### config.mk
export PLATFORM = sky130hd
export DESIGN_NAME = cmem_seq
export DESIGN_NICKNAME = d
export VERILOG_FILES = /design/src/rtl/fir_pkg.sv /design/src/rtl/cmem_seq.sv
export SDC_FILE = /design/constraint.sdc
export NUM_CORES = 1
export LEC_CHECK = 0
export ABC_CLOCK_PERIOD_IN_PS = 3750
export CORE_UTILIZATION = 51
export CTS_CLUSTER_DIAMETER = 120
export CTS_CLUSTER_SIZE = 30
export DETAILED_ROUTE_END_ITERATION = 12
export PLACE_DENSITY = 0.95
export SYNTH_ARGS = -nofsm -noshare
export SYNTH_HDL_FRONTEND = slang
export SYNTH_SLANG_ARGS = --single-unit
### constraint.sdc
create_clock -name clk -period 3.75 [get_ports clk]
set_input_delay 0.375 -clock clk [delete_from_list [all_inputs] [get_ports clk]]
set_output_delay 0.375 -clock clk [all_outputs]
set_load 0.02 [all_outputs]
### src/rtl/fir_pkg.sv
// Shared FIR-core definitions: coefficient-memory geometry, controller states
// and the tap-count to phase-count helper.
package fir_pkg;

    localparam int unsigned CMEM_AW = 6;
    localparam int unsigned CMEM_DW = 16;
    localparam int unsigned CMEM_NB = 8;

    typedef enum logic [1:0] {
        ST_IDLE = 2'd0,
        ST_LOAD = 2'd1,
        ST_RUN  = 2'd2
    } cmem_state_t;

    // Number of 8-tap read phases needed to cover n taps.
    function automatic logic [3:0] phases(input logic [CMEM_AW:0] n);
        logic [7:0] sum;
        sum = 8'(n) + 8'd7;
        return 4'(sum >> 3);
    endfunction

endpackage

### src/rtl/cmem_seq.sv
// Coefficient-memory controller: loads taps from a valid/ready stream into the
// replicated banks, then sequences per-sample read phases for the MAC.
module cmem_seq
    import fir_pkg::*;
#(
    parameter int unsigned AW = CMEM_AW,
    parameter int unsigned DW = CMEM_DW,
    parameter int unsigned NB = CMEM_NB
) (
    input  logic               clk,
    input  logic               rst,
    input  logic               load_start,
    input  logic [AW:0]        num_taps,
    input  logic [DW-1:0]      coef_data,
    input  logic               coef_valid,
    output logic               coef_ready,
    input  logic               sample_valid,
    output logic               sample_ready,
    output logic               busy,
    output logic [DW-1:0]      mem_d,
    output logic [NB*AW-1:0]   mem_addr,
    output logic               mem_wen,
    output logic               mem_cen,
    output logic               coef_vld,
    output logic [2:0]         coef_phase,
    output logic               coef_first,
    output logic               coef_last,
    output logic [NB-1:0]      tap_mask
);

    localparam int unsigned CW = AW + 1;
    localparam int unsigned PW = 3;
    localparam logic [CW-1:0] DEPTH = CW'(1 << AW);

    cmem_state_t state, state_next;

    logic [CW-1:0]    ntaps_q;
    logic [CW-1:0]    nload_q;
    logic [CW-1:0]    wptr_q;
    logic [PW-1:0]    phase_q;

    // Issue-stage flags and strobes, one cycle ahead of the memory enables.
    logic             wr_iss_q;
    logic             rd_iss_q;
    logic [PW-1:0]    s1_phase_q;
    logic             s1_first_q;
    logic             s1_last_q;
    logic [NB-1:0]    s1_mask_q;

    logic             load_go_c;
    logic [CW-1:0]    load_n_c;
    logic             wr_fire_c;
    logic             wr_done_c;
    logic             sample_go_c;
    logic             rd_fire_c;
    logic             rd_last_c;
    logic [NB-1:0]    mask_c;
    logic [NB*AW-1:0] addr_c;

    assign sample_ready = (state == ST_IDLE) && (ntaps_q != '0) && !load_start;

    // State register
    always_ff @(posedge clk or posedge rst) begin
        if (rst) state <= ST_IDLE;
        else     state <= state_next;
    end

    // Next-state logic
    always_comb begin
        state_next = state;
        case (state)
            ST_IDLE: begin
                if (load_go_c) begin
                    if (load_n_c != '0) state_next = ST_LOAD;
                end else if (sample_go_c) begin
                    state_next = ST_RUN;
                end
            end
            ST_LOAD: if (wr_done_c) state_next = ST_IDLE;
            ST_RUN:  if (rd_last_c) state_next = ST_IDLE;
            default: state_next = ST_IDLE;
        endcase
    end

    // Output/decode logic feeding the registered datapath
    always_comb begin
        load_go_c   = (state == ST_IDLE) && load_start;
        load_n_c    = (num_taps > DEPTH) ? DEPTH : num_taps;
        wr_fire_c   = (state == ST_LOAD) && coef_valid && coef_ready;
        wr_done_c   = wr_fire_c && ((wptr_q + CW'(1)) == nload_q);
        sample_go_c = sample_valid && sample_ready;
        rd_fire_c   = (state == ST_RUN);
        rd_last_c   = rd_fire_c && ((4'(phase_q) + 4'd1) == phases(ntaps_q));
        mask_c      = '0;
        addr_c      = '0;
        for (int i = 0; i < NB; i++) begin
            mask_c[i]         = CW'(32'(phase_q) * NB + 32'(i)) < ntaps_q;
            addr_c[AW*i +: AW] = AW'(32'(phase_q) * NB + 32'(i));
        end
    end

    // Registered datapath and memory/consumer interface
    always_ff @(posedge clk or posedge rst) begin
        if (rst) begin
            ntaps_q    <= '0;
            nload_q    <= '0;
            wptr_q     <= '0;
            phase_q    <= '0;
            wr_iss_q   <= 1'b0;
            rd_iss_q   <= 1'b0;
            s1_phase_q <= '0;
            s1_first_q <= 1'b0;
            s1_last_q  <= 1'b0;
            s1_mask_q  <= '0;
            coef_ready <= 1'b0;
            busy       <= 1'b0;
            mem_d      <= '0;
            mem_addr   <= '0;
            mem_wen    <= 1'b1;
            mem_cen    <= 1'b1;
            coef_vld   <= 1'b0;
            coef_phase <= '0;
            coef_first <= 1'b0;
            coef_last  <= 1'b0;
            tap_mask   <= '0;
        end else begin
            coef_ready <= (state_next == ST_LOAD);
            busy       <= (state_next != ST_IDLE);

            if (load_go_c) begin
                if (load_n_c == '0) begin
                    ntaps_q <= '0;
                end else begin
                    wptr_q  <= '0;
                    nload_q <= load_n_c;
                end
            end

            if (wr_fire_c) begin
                mem_d    <= coef_data;
                mem_addr <= {NB{wptr_q[AW-1:0]}};
                wptr_q   <= wptr_q + CW'(1);
                if (wr_done_c) ntaps_q <= nload_q;
            end

            if (sample_go_c) phase_q <= '0;

            if (rd_fire_c) begin
                mem_addr <= addr_c;
                phase_q  <= phase_q + PW'(1);
            end

            wr_iss_q   <= wr_fire_c;
            rd_iss_q   <= rd_fire_c;
            s1_phase_q <= rd_fire_c ? phase_q : '0;
            s1_first_q <= rd_fire_c && (phase_q == '0);
            s1_last_q  <= rd_last_c;
            s1_mask_q  <= rd_fire_c ? mask_c : '0;

            // WEN/CEN are sampled by the memory one cycle after A/D.
            mem_wen    <= !wr_iss_q;
            mem_cen    <= !(wr_iss_q || rd_iss_q);
            coef_vld   <= rd_iss_q;
            coef_phase <= s1_phase_q;
            coef_first <= s1_first_q;
            coef_last  <= s1_last_q;
            tap_mask   <= s1_mask_q;
        end
    end

endmodule

==> Yosys cells after proc, flatten, opt, wreduce, memory -nomap -nowiden <==
Index checks and enable logic that the tools add are counted.
Widths: inputs -> output; s select.
{ "totals": {"reg_bits": 123, "in_bits": 28, "output_inout_bits": 83, "elab_cells": 93} }
{ "classes": {"add_sub_neg": 11, "magnitude_cmp": 9, "eq_ne": 6, "mux": 20, "bitwise_logic": 1, "reduce_logical": 24} }
{ "ops": {"columns": ["op", "count"], "rows": [
  ["$mux 48", 2],
  ["$mux 7", 8],
  ["$lt 7x7->1", 7],
  ["$add 6x3->7 const B", 4],
  ["$add 6x2->7 const B", 2],
  ["$reduce_bool 7->1", 2],
  ["$mux 2", 5],
  ["$logic_and 1x1->1", 9],
  ["$mux 3", 3],
  ["$mux 8", 1],
  ["$reduce_bool 2->1", 4],
  ["$add 6x1->7 const B", 1],
  ["$add 7x1->7 const B", 1],
  ["$add 7x3->7 const B", 1],
  ["$eq 7x7->1", 1],
  ["$gt 7x7->1 const B", 1],
  ["$logic_not 7->1", 1],
  ["$lt 6x7->1", 1],
  ["$pmux 2 s3", 1],
  ["$add 3x1->4 const B", 1],
  ["$eq 2x1->1 const B", 2],
  ["$eq 4x4->1", 1],
  ["$reduce_and 2->1", 2],
  ["$add 3x1->3 const B", 1],
  ["other kinds (7)", 9]
]} }

==> Depth between registers and ports, before layout <==
{ "depth": {"depth_word": 8, "mapped_depth": 8} }

==> Worst setup path after synthesis <==
No wires, ideal clock.
{ "synth_timing": {"path_type": "register to register", "start": "register ntaps_q[1]", "end": "register phase_q[2]", "setup_ns": 0.121, "t_arrival_ns": 2.346, "slack_ns": 1.283, "path_stages_with_launch": 7, "n_path_buf": 0, "period_less_slack_ns": 2.467, "path_cell_list": "dfrtp_1 -> nor4_1 -> a2111oi_0 -> nand2_1 -> nand2_1 -> o21ai_0 -> a22o_1"} }
{ "synth_via": {"elab_chain_len": 5} }
{ "synth_lines": {"columns": ["element", "line_no", "source"], "rows": [
  ["from (decl)", "cmem_seq.sv:37", "logic [CW-1:0] ntaps_q;"],
  ["from (signal assigned)", "cmem_seq.sv:143", "if (wr_done_c) ntaps_q <= nload_q;"],
  ["$reduce_bool 7->1", "cmem_seq.sv:60", "assign sample_ready = (state == ST_IDLE) && (ntaps_q != '0) && !load_start;"],
  ["$logic_and 1x1->1 (2 in series)", "cmem_seq.sv:60", null],
  ["net sample_ready", "cmem_seq.sv:18", "output logic sample_ready,"],
  ["$logic_and 1x1->1", "cmem_seq.sv:91", "sample_go_c = sample_valid && sample_ready;"],
  ["$reduce_bool 2->1 (no line)", null, null],
  ["to (signal assigned)", "cmem_seq.sv:150", "phase_q <= phase_q + PW'(1);"],
  ["to (decl)", "cmem_seq.sv:40", "logic [PW-1:0] phase_q;"]
]} }
The timed path passes the listed nets, and every way through them passes these cells.
A chain may end at the register's enable or synchronous reset.

==> Worst setup path in the final report <==
{ "layout_timing": {"start": "register ntaps_q[1]", "end": "output sample_ready"} }
{ "layout_via": {"elab_chain_len": 3} }
{ "layout_lines": {"columns": ["element", "line_no"], "rows": [
  ["$reduce_bool 7->1", "cmem_seq.sv:60"],
  ["$logic_and 1x1->1 (2 in series)", "cmem_seq.sv:60"],
  ["to (decl)", "cmem_seq.sv:18"]
]} }
No other way between the ends.

==> summary.txt <==
pwr/cell area - 820 nW/um^2
synth top area cells - dfrtp_1 (55%), nand2_1 (9.3%), buf_4 (7.9%)
vias post-DR - 2,841
Fill cells - 509
worst rel slew slack - 41.7%
Core Box Area - 6910 sq um
initial antenna violation count - 0
RePlAce Congestion - 0.861
htree depth - 3
flip-flop and latch count after synthesis - 84
status - complete, no violations
WL per Instance - 14.9 um
Synth Flop Type - dfrtp_1
slowest CP cell - a2111oi_0
Ys Warns - 0
Synth Cell Area - 3710 sq um
Mean Syn Cell Area - 10.2 sq um
Worst IR Drop VDD - 457 uV
count of final setup violators - 0
WHS - 354 ps
clock buffer count from CTS - 9
worst-margin pin slew - 852 ps
grt ovf - 0
clock tree sinks - 84
hold_buf cts - 0
Antenna Nets Post-Route - 0
Synth area leader - dfrtp_1
Crit. End Element - output pin
DRT iter0 DRCs - 105
total power - 4.00 mW
first-pass GRT wire length - 13.4 mm
top-area cell type share of the netlist area - 55.3%
Nets - 478
Final Hold Vio Count - 0
DRT Pass-1 Iters - 4
worst hold path stage count - 0
post-route clock skew - 9.69 ps
Die H - 87.3 um
CTS clk-pin slew, worst paths - 80 ps
number of synthesized flops with an enable pin - 0
CP Cell Sequence - nor4_1, a2111oi_0, clkdlybuf4s50_1
R2R setup slack - 1490 ps
Worst EP required - 3380 ps
Synth async-reset ratio - 100%
CP Launch Type - flop
clk_lat worst skew - 350 ps
num rows - 30
Detail Placement HPWL - 5.86 mm
n_diodes - 0
final cycle utilization of the critical path - 74.8%
Max Root-Sink Buffers - 2
Final Slew Violations - 0
Worst Hold End - tap_mask[4]
Crit Path Category - flop to output pin
Starting Density - 53.7%
I/O Buffers - 110
Synth Net Count - 400
Die ar. - 7620 sq um
P&R area growth vs syn - 31.5%
Syn Inst Count - 365
library cells used by synthesis - 46
Critical R2R Launch - wptr_q[0]
max_cap viols - 0
post-CTS sizing - 0
most frequent cells after synthesis - nand2_1 (92), dfrtp_1 (82), buf_4 (39)
CTS tree - done
Detailed Route WL - 8.12 mm
reg2reg end - ntaps_q[5]
I/O pins - 111
setup bufs post-CTS - 0
Post-Route Setup TNS - 0 ps
crit path buf inv count - 1
Arr. time, crit path - 2430 ps
Seq/Total Area, Yosys - 56.7%
largest net degree at the start of global routing - 46
top-count cell post-synth - nand2_1
critical path's top delay family - compound AO/OA/AOI/OAI gates
critical-path maximum fanout - 6
worst r2r path cells - 7
Lkg Pwr - 2.27 nW
number of vias per cell - 5.22
DIE WIDTH - 87.3 um
share of layout cells above drive strength 1 - 7.14%
Fmax - 356 MHz
Hold WC Path Type - flop to flop
Worst path max stage delay - 760 ps
CTS root buffer - clkbuf_8
DR DRC count - 0
minimum clock period - 2810 ps
RSZ-0062 raised after global routing - false
min-delay src - s1_mask_q[4]
vias in the first global route - 2,842
GR Util All Layers - 23.5%
## stage by stage
stage	setup slack, ps	instance area (sq um)	util, %	std cells
6_report	944	4880	70.6	544
5_1_grt	887	4880	70.6	544
4_1_cts	976	4880	70.6	544
3_5_place_dp	973	4640	67.2	528
3_3_place_gp	1080	4640	67.2	528
2_1_floorplan	1210	3710	-	365
## worst max path at each step
stage,startpoint,endpoint,cells after the start
final,ntaps_q[1],sample_ready,3
after global routing,ntaps_q[1],sample_ready,3
after CTS,ntaps_q[0],sample_ready,3
after detailed placement,num_taps[3],busy,6
after global placement,num_taps[3],busy,6
after floorplan,rst,busy,1
## worst reg2reg max path, cell delays in order (launching register included)
cell and delay, ps:
dfrtp_1 490, ha_1 320, xnor2_1 160, a21oi_1 140, o2111ai_1 160, nor3_2 310, nand2_2 210, mux2_1 360
## where the power goes
group / switching [mW] / leakage [nW] / internal, mW
Clock: 0.303 / 0.116 / 0.430
Sequential: 0.254 / 1.09 / 1.19
Combinational: 0.991 / 1.06 / 0.827
Total: 1.55 / 2.27 / 2.45
## cells in the final DEF (no fill, tap or decap), types with 5 or more instances in the layout
cell / netlist / final
buf_4: 39 / 5
nand3_1: 14 / 14
inv_1: 16 / 15
nor3_1: 5 / 5
clkdlybuf4s50_1: 0 / 110
xnor2_1: 13 / 13
o21ai_0: 15 / 15
a21oi_1: 19 / 19
ha_1: 7 / 7
clkbuf_8: 0 / 12
nor2_1: 10 / 10
nand2_1: 92 / 92
dfrtp_1: 82 / 82
## routing by layer
metal  GRT usage (%)  routed length, um  part of all wire (%)  up-vias
li1                -                  -                     -     1320
met1            29.3               3200                    39     1388
met2            39.3               4240                    52      111
met3            4.64                467                   5.7       22
met4            11.2                210                   2.6        0
met5               0                  0                     0        -
## cells by family after synthesis
| group | count (synthesis) | share of synthesized area [%] |
|---|---|---|
| flip-flops | 84 | 56.7 |
| buffers and inverters | 65 | 10.6 |
| AND/OR/NAND/NOR | 137 | 16.1 |
| XOR/XNOR | 15 | 3.54 |
| AO/OA/AOI/OAI | 50 | 8.63 |
| multiplexers | 7 | 2.06 |
| adder cells (fa/ha/maj) | 7 | 2.36 |
## layout make-up
cell class / count / area [sq um] / share of cell area (%)
Clock inverter: 3 / 67.6 / 1.38
Tap cell: 96 / 120 / 2.46
Sequential cell: 84 / 2100 / 43.1
Timing Repair Buffer: 115 / 1140 / 23.3
Multi-Input combinational cell: 216 / 1210 / 24.9
Inverter: 17 / 65.1 / 1.33
Clock buffer: 13 / 169 / 3.46
## sequential cells by signal, summed over array words and instances, names as in the netlist, 2 cells and up
name        flops
mem_d          16
mem_addr        9
s1_mask_q       8
tap_mask        8
nload_q         7
ntaps_q         7
wptr_q          7
coef_phase      3
phase_q         3
s1_phase_q      3
state           2
Power figures use the tool's default switching activity.
